$ cat src/rtl/led_fader_if.sv
// Connection bundle between the blink stage and the LED fader.
// The master side drives the target LED state; the slave side (the fader)
// returns the PWM drive, the current brightness and the ramping flag.
interface led_fader_if #(
  parameter int unsigned PWM_W = 32'd8
) ();
  logic             led_i;
  logic             led_o;
  logic [PWM_W-1:0] level_o;
  logic             busy_o;

  modport master (
    output led_i,
    input  led_o,
    input  level_o,
    input  busy_o
  );

  modport slave (
    input  led_i,
    output led_o,
    output level_o,
    output busy_o
  );
endinterface

$ cat src/rtl/led_fader.sv
// LED fader: turns each on/off change of the blink stage output into a
// linear brightness ramp and drives the LED pin with a PWM waveform whose
// duty is only updated at PWM period boundaries.
module led_fader #(
  parameter int unsigned FREQ    = 32'd0,
  parameter int unsigned RAMP_MS = 32'd0,
  parameter int unsigned PWM_W   = 32'd8
) (
  input  logic       clk_i,
  input  logic       rst_ni,
  led_fader_if.slave bus
);

  localparam logic [PWM_W-1:0] MAX = {PWM_W{1'b1}};
  localparam logic [PWM_W-1:0] ONE = PWM_W'(1'b1);

  // Cycles per brightness step; a ramp too short to resolve steps one per
  // cycle degenerates to one step per clock.
  localparam logic [63:0] STEP_RAW =
    (64'(FREQ) * 64'(RAMP_MS)) / (64'd1000 * 64'(MAX));
  localparam int unsigned STEP_DIV = (STEP_RAW == 64'd0) ? 32'd1 : 32'(STEP_RAW);
  localparam int unsigned CNT_W    = (STEP_DIV > 32'd1) ? $clog2(STEP_DIV) : 32'd1;
  localparam logic [CNT_W-1:0] CNT_LAST = CNT_W'(STEP_DIV - 32'd1);
  localparam logic [CNT_W-1:0] CNT_ZERO = {CNT_W{1'b0}};
  localparam logic [CNT_W-1:0] CNT_ONE  = CNT_W'(1'b1);

  typedef enum logic [1:0] {
    ST_OFF  = 2'd0,
    ST_RISE = 2'd1,
    ST_ON   = 2'd2,
    ST_FALL = 2'd3
  } state_t;

  state_t           state;
  state_t           state_nx;
  logic [PWM_W-1:0] level;
  logic [PWM_W-1:0] level_nx;
  logic [CNT_W-1:0] cnt;
  logic [CNT_W-1:0] cnt_nx;
  logic             busy;
  logic             busy_nx;
  logic             tick;
  logic [PWM_W-1:0] pwm;
  logic [PWM_W-1:0] duty;
  logic             led;

  assign tick = (cnt == CNT_LAST);

  // A zero clock frequency or ramp length is a configuration error
  always_comb begin
    assert (FREQ != 32'd0) else $fatal(1, "led_fader: FREQ must be nonzero");
    assert (RAMP_MS != 32'd0) else $fatal(1, "led_fader: RAMP_MS must be nonzero");
  end

  // Ramp FSM: next state, next level and step-counter update
  always_comb begin
    state_nx = state;
    level_nx = level;
    cnt_nx   = CNT_ZERO;
    case (state)
      ST_OFF: begin
        if (bus.led_i) state_nx = ST_RISE;
        else           state_nx = ST_OFF;
      end
      ST_RISE: begin
        // A reversal beats a coincident tick: level holds, direction flips.
        if (!bus.led_i) begin
          state_nx = ST_FALL;
        end else if (tick) begin
          if (level != MAX)      level_nx = level + ONE;
          else                   level_nx = level;
          if (level >= MAX - ONE) state_nx = ST_ON;
          else                    state_nx = ST_RISE;
        end else begin
          state_nx = ST_RISE;
        end
      end
      ST_ON: begin
        if (!bus.led_i) state_nx = ST_FALL;
        else            state_nx = ST_ON;
      end
      ST_FALL: begin
        if (bus.led_i) begin
          state_nx = ST_RISE;
        end else if (tick) begin
          if (level != {PWM_W{1'b0}}) level_nx = level - ONE;
          else                        level_nx = level;
          if (level <= ONE) state_nx = ST_OFF;
          else              state_nx = ST_FALL;
        end else begin
          state_nx = ST_FALL;
        end
      end
      default: begin
        state_nx = ST_OFF;
        level_nx = {PWM_W{1'b0}};
      end
    endcase

    // Every state change restarts the step timing from zero.
    if (state_nx != state) cnt_nx = CNT_ZERO;
    else if (tick)         cnt_nx = CNT_ZERO;
    else                   cnt_nx = cnt + CNT_ONE;

    busy_nx = (state_nx == ST_RISE) || (state_nx == ST_FALL);
  end

  // Ramp FSM registers: state, level, step counter and busy flag
  always_ff @(posedge clk_i or negedge rst_ni) begin
    if (!rst_ni) begin
      state <= ST_OFF;
      level <= {PWM_W{1'b0}};
      cnt   <= CNT_ZERO;
      busy  <= 1'b0;
    end else begin
      state <= state_nx;
      level <= level_nx;
      cnt   <= cnt_nx;
      busy  <= busy_nx;
    end
  end

  // PWM: free-running period counter, duty latched at the period boundary
  always_ff @(posedge clk_i or negedge rst_ni) begin
    if (!rst_ni) begin
      pwm  <= {PWM_W{1'b0}};
      duty <= {PWM_W{1'b0}};
      led  <= 1'b0;
    end else begin
      pwm <= pwm + ONE;
      if (pwm == MAX) duty <= level;
      else            duty <= duty;
      led <= (duty == MAX) || (pwm < duty);
    end
  end

  assign bus.led_o   = led;
  assign bus.level_o = level;
  assign bus.busy_o  = busy;

endmodule

$ cat src/flat_wrapper.sv
// flat-port wrapper written by rule: the top's interface ports become plain ports
module led_fader_flat 
#(
  parameter int unsigned FREQ    = 32'd0,
  parameter int unsigned RAMP_MS = 32'd0,
  parameter int unsigned PWM_W   = 32'd8
)
  (clk_i, rst_ni, bus_led_i, bus_led_o, bus_level_o, bus_busy_o);
  led_fader_if #(.PWM_W(PWM_W)) bus_i ();
  input  logic clk_i;
  input  logic rst_ni;
  input wire logic [$bits(bus_i.led_i)-1:0] bus_led_i;
  output wire logic [$bits(bus_i.led_o)-1:0] bus_led_o;
  output wire logic [$bits(bus_i.level_o)-1:0] bus_level_o;
  output wire logic [$bits(bus_i.busy_o)-1:0] bus_busy_o;
  assign bus_i.led_i = bus_led_i;
  assign bus_led_o = bus_i.led_o;
  assign bus_level_o = bus_i.level_o;
  assign bus_busy_o = bus_i.busy_o;
  led_fader #(.FREQ(FREQ), .RAMP_MS(RAMP_MS), .PWM_W(PWM_W)) u_core (.clk_i(clk_i), .rst_ni(rst_ni), .bus(bus_i));
endmodule
$ cat config.mk
export PLATFORM = sky130hd
export DESIGN_NAME = led_fader_flat
export DESIGN_NICKNAME = d
export VERILOG_FILES = /design/src/rtl/led_fader_if.sv /design/src/rtl/led_fader.sv /design/src/flat_wrapper.sv
export SDC_FILE = /design/constraint.sdc
export NUM_CORES = 1
export LEC_CHECK = 0
export ABC_AREA = 1
export BUFFER_PORTS_ARGS = -buffer_cell sky130_fd_sc_hd__buf_2
export CAP_MARGIN = 20
export CORE_UTILIZATION = 45
export DETAILED_ROUTE_END_ITERATION = 8
export HOLD_SLACK_MARGIN = 0.12
export PLACE_DENSITY = 0.69
export SETUP_SLACK_MARGIN = 0.15
export SLEW_MARGIN = 20
export SYNTH_ARGS = -nofsm -noshare
export SYNTH_HDL_FRONTEND = slang
export SYNTH_SLANG_ARGS = --single-unit
$ cat constraint.sdc
create_clock -name clk_i -period 1.7 [get_ports clk_i]
set_input_delay 0 -clock clk_i [delete_from_list [all_inputs] [get_ports clk_i]]
set_output_delay 0 -clock clk_i [all_outputs]
set_load 0.02 [all_outputs]
# Word level (Yosys, flattened, before mapping)

Cells that the tools add are included.
W data, S select, Z words.

Output and inout bits: 10
Word-level logic and storage cells: 53
Input port bits: 3
Flip-flop bits (word level): 29

Reduce and logical (&&, ||, !) cells: 6
Eq/ne operators: 15
Add/sub/neg operators: 4
Magnitude comparators: 3
Mux-type cells: 18

Operators with widths:

| kind                  | number |
|---|---|
| $mux W8               | 6 |
| $add A8 B1 Y8 const B | 2 |
| $eq A8 B8 Y1 const B  | 2 |
| $pmux W8 S2           | 1 |
| $mux W2               | 6 |
| $ge A8 B8 Y1 const B  | 1 |
| $le A8 B1 Y1 const B  | 1 |
| $lt A8 B8 Y1          | 1 |
| $ne A2 B2 Y1 const B  | 4 |
| $ne A8 B8 Y1 const B  | 1 |
| $pmux W2 S4           | 1 |
| $reduce_bool A8 Y1    | 1 |
| $sub A8 B1 Y8 const B | 1 |
| $reduce_and A7 Y1     | 1 |
| $eq A2 B2 Y1 const B  | 3 |
| $eq A2 B1 Y1 const B  | 2 |
| $mux W1               | 4 |
| $ne A2 B1 Y1 const B  | 2 |
| $logic_not A2 Y1      | 1 |
| $logic_or A1 B1 Y1    | 2 |
| $ne A2 B2 Y1          | 1 |
| $reduce_bool A2 Y1    | 1 |
| $add A1 B1 Y1 const B | 1 |

# Logic depth before layout (Yosys ltp)

Depth after elaboration: 7
Gate-level depth with buffers: 9
Mapped depth without buffers: 9

# Least setup slack after synthesis

No wires, ideal clock.

Path type: flip-flop to flip-flop
Start point: register u_core.level[0], in the netlist u_core.bus.level_o[0]
End point: register u_core.level[7], in the netlist u_core.bus.level_o[7]
Path buffers: 1
Data required time: 1.634 ns
Arrival time: 1.485 ns
Stages on the path, launching flop included: 9
Clock period less this slack: 1.551 ns
Setup slack: 0.149 ns
Setup time: 0.066 ns
Path through: dfrtp_1 inv_1 ha_1 nand2_4 nor2_4 nor2_4 buf_6 nand4_1 nand2_1

Cells in the longest elaborated chain, start to end: 5
Elaborated cells on any way between the ends: 14
Classes of those cells: add/sub: 2; eq/ne: 3; mux: 7; reduce/logical: 2

Ends and longest elaborated chain:

| element                                               | line                             | source |
|---|---|---|
| from (decl)                                           | led_fader.sv:36                  | `logic [PWM_W-1:0] level;` |
| from (signal assigned)                                | led_fader.sv:112                 | `level <= {PWM_W{1'b0}};` |
| from (signal assigned)                                | led_fader.sv:117                 | `level <= level_nx;` |
| $sub A8 B1 Y8 / $add A8 B1 Y8 (equally long branches) | led_fader.sv:86, led_fader.sv:70 |  |
| $mux W8 (on tied branches)                            | led_fader.sv:86, led_fader.sv:70 |  |
| $mux W8 (on tied branches)                            | led_fader.sv:85, led_fader.sv:69 |  |
| $mux W8 (on tied branches)                            | led_fader.sv:83, led_fader.sv:67 |  |
| $pmux W8 S2                                           | led_fader.sv:60                  | `case (state)` |

Parallel ways exist; a longest one is shown, timed or not. The select of a mux whose other input is x is not followed.
A chain may end at the register's enable or synchronous reset.

# Final worst setup path

Start point: register u_core.pwm[1]
End point: register u_core.duty[0]

Cells in the longest elaborated chain, start to end: 1

Ends and longest elaborated chain:

| element                | line             | source |
|---|---|---|
| from (decl)            | led_fader.sv:43  | `logic [PWM_W-1:0] pwm;` |
| from (signal assigned) | led_fader.sv:126 | `pwm <= {PWM_W{1'b0}};` |
| from (signal assigned) | led_fader.sv:130 | `pwm <= pwm + ONE;` |
| $eq A8 B8 Y1           | led_fader.sv:131 | `if (pwm == MAX) duty <= level;` |
| to (signal assigned)   | led_fader.sv:127 | `duty <= {PWM_W{1'b0}};` |
| to (signal assigned)   | led_fader.sv:131 |  |
| to (signal assigned)   | led_fader.sv:132 | `else duty <= duty;` |
| to (decl)              | led_fader.sv:44  | `logic [PWM_W-1:0] duty;` |

Every way passes these cells.

==> key figures <==
Outcome
  – Status: completed

Critical path
  – Worst setup startpoint: u_core.pwm[1]
  – Worst Setup Path Type: flop to flop
  – Setup crit start kind: flop
  – Worst setup EP type: flop
  – Critical Path RT: 1.88 ns
  – CP Max Fanout: 16
  – CP arrival: 1.65 ns
  – Worst r2r src: u_core.pwm[1]

Power
  – P_leak: approximately 0.97 nW
  – Max IR drop VDD: 0.000804 V
  – Switching share of power: 0.435
  – Comb power frac: 0.468
  – Reg power frac: 0.343
  – PwrDens: roughly 1500 nW/um^2
  – Clk pwr share: 0.189
  – Pint: 1.61 mW
  – Switch Pwr: approximately 1.2 mW
  – Tot Pwr: 2.86 mW

GRT
  – Vias in the first global route: 1,283
  – Global-route wire length before repair: 6.02 mm
  – GRT Total Usage: 0.192
  – Overflow left after global routing: 0
  – Largest net degree at the start of global routing: 29
  – Antenna violations before repair: 0

Floorplan
  – Width of the die: 63.4 um
  – Initial core utilization: 0.490
  – Die height: approximately 63 um
  – Core area: 3470 sq um
  – Rows: 21
  – Die ar.: 4030 sq um
  – Ports: 13

Synthesis
  – Syn nets: 221
  – Warnings, synthesis: 0
  – Synth Register Bits: 28
  – Cell Area, Synth: approximately 1700 sq um
  – Sequential share of the synthesized area: 0.412
  – Mapped Cells: between 200 and 250
  – Synth cell types: 26
  – Syn Area/Cell: 8.29 sq um

Timing
  – Min Tclk post-route: 1.48 ns
  – Hold Vio Cnt, Final: 0
  – RSZ-0062 raised after global routing: true
  – Clk_skew: ~0.0023 ns
  – Final Max Tran Viols: 0
  – F_max: 677 MHz
  – Final setup violation count: 0
  – Relative slew slack: 0.583
  – Least-Margin Pin Slew: 0.626 ns
  – Final WS setup: 0.222 ns
  – Setup Total Neg Slack: 0 ns
  – Final Cycle Share: 0.869

Route
  – WL/cell: 11.6 um
  – Drc violations: 0
  – Antenna Nets Post-Route: 0
  – Initial DRC Count: 55
  – Drt via density: 4.88
  – Via count: 1,327
  – Routed WL: approximately 3.2 mm
  – Drt pass-1 iters: 4

Place
  – Post-DP HPWL: 2.36 mm
  – Gpl congestion: 0.859
  – Dpl cell area: about 1800 sq um
  – DP Worst Slack: 0.113 ns
  – PortBufs: 12

Layout
  – Register area: 703 sq um
  – Share of layout cells above drive strength 1: 0.190
  – Synthesis-to-finish area growth: 14.5%
  – Area of the multi-input gates: roughly 880 sq um
  – Most common cell after layout, fill and taps aside: nand2_1
  – Final Cell Area: about 1900 sq um
  – Fillers: 323
  – Layout net count: 243
  – Antenna cell count: 0
  – Most frequent cells in the layout: 54 x nand2_1, 26 x dfrtp_1, 23 x inv_1, 15 x nor2_1

Clock network
  – TritonCTS clock tree: built
  – Root Driver: clkbuf_8
  – H-tree levels: 1
  – Insertion delay to the later sink of the worst-skew pair: 0.28 ns
  – Num CTS Buffers: 3
  – Reg clk slew, reported paths: 0.10 ns
  – Clk buf depth: 2
  – Clock sink count: 28

Job
  – Max Cap Viol: 0

Worst hold path
  – Hold Path Class: input pin to asynchronous set/reset pin
[cell usage after synthesis]
| cell type | instances | area, sq um |
|---|---|---|
| nand2_1 | 54 | 203 |
| nor2_4 | 2 | 22.5 |
| nor2_1 | 15 | 56.3 |
| dfrtp_1 | 28 | 701 |
| nor2_2 | 4 | 25.0 |
| o21ai_2 | 2 | 17.5 |
| xor2_2 | 1 | 16.3 |
| o21ai_0 | 6 | 30.0 |
| buf_6 | 2 | 22.5 |
| nand3_1 | 12 | 60.1 |
| xor2_1 | 8 | 70.1 |
| nand4_1 | 4 | 25.0 |
| xnor2_1 | 3 | 26.3 |
| nor3_1 | 1 | 5.00 |
| inv_1 | 23 | 86.3 |
| inv_2 | 3 | 11.3 |
| ha_1 | 13 | 163 |
| nand3_2 | 2 | 20.0 |
| nand2_2 | 2 | 12.5 |
| nor4_1 | 2 | 12.5 |
| nand2_4 | 2 | 22.5 |
| a21oi_1 | 4 | 20.0 |
| o211ai_1 | 2 | 15.0 |
| clkinv_4 | 1 | 8.76 |
| a211oi_1 | 1 | 7.51 |
| o21ai_1 | 8 | 40.0 |
[per-layer routing]
layer  vias up  track usage  wire length, um
met5         -            0                0
li1        695            -                -
met1       606        0.280             1670
met3         4       0.0236              111
met2        22        0.289             1340
met4         0       0.0682               46
[path summary, 6_finish.rpt]
kind                                         endpoint  slack (ns)  depth (start not counted)
worst max register to register         u_core.duty[0]        0.22                          8
worst max-delay path                   u_core.duty[0]        0.22                          8
worst min-delay path                u_core.bus.busy_o        0.25                          2
worst min register to register         u_core.duty[6]        0.51                          2
max in group asynchronous       u_core.bus.level_o[1]        0.99                          2
min in group clk_i                     u_core.duty[6]        0.51                          2
[power by group through the flow]
stage	Combinational (mW)	Sequential, mW	Clock [mW]
3_3_place_gp	1.22	0.993	0
4_1_cts	1.31	0.985	0.561
3_5_place_dp	1.23	0.997	0
2_1_floorplan	0.846	1.08	0
6_report	1.34	0.978	0.540
5_1_grt	1.51	1.01	0.582
[sequential cells by signal (all words and copies together), names as in the netlist]
signal and cells:
u_core.bus.level_o 8, u_core.duty 8, u_core.pwm 8, u_core.state 2
u_core.bus.busy_o 1, u_core.bus.led_o 1
[logic make-up (layout without fill, tap and decap cells)]
group           Yosys count  count (layout)  share of synthesized area
compound gates           23              23                     0.0766
xor+xnor                 12              12                     0.0663
fa+ha+maj                13              13                     0.0957
buf+inv                  29              50                     0.0758
flops                    28              28                      0.412
simple gates            100             100                      0.273
[layout make-up]
type,instances,share of cell area
multi-input combinational,148,0.451
sequential,28,0.361
timing repair buffer,19,0.0669
inverter,27,0.0547
tap,46,0.0296
clock buffer,3,0.0212
clock inverter,1,0.0154
[what timing repair did]
| item | in CTS | in global routing |
|---|---|---|
| resized for setup | 0 | 4 |
| hold buffers | 2 | 0 |
| setup buffers | 1 | 2 |
| setup endpoints to repair | 4 | 16 |
| hold endpoints to repair | 31 | 0 |
| pin swaps | 1 | 0 |
[critical path, stage by stage (launching register included)]
cell and delay (ns):
dfrtp_1 0.42, ha_1 0.22, inv_2 0.04, nor2_2 0.15, nand3_2 0.11, nor2_2 0.14, nand2_4 0.13, nand2_1 0.10
o21ai_1 0.06
[metrics by stage]
| step | std cells | utilization | hold slack, ns |
|---|---|---|---|
| 6_report | 272 | 0.561 | 0.253 |
| 5_1_grt | 272 | 0.561 | 0.335 |
| 4_1_cts | 270 | 0.554 | 0.277 |
| 3_5_place_dp | 263 | 0.522 | 0.0609 |
| 3_3_place_gp | 263 | 0.522 | 0.0530 |
| 2_1_floorplan | 205 | - | -0.296 |
(Power assumes the default switching activity.)
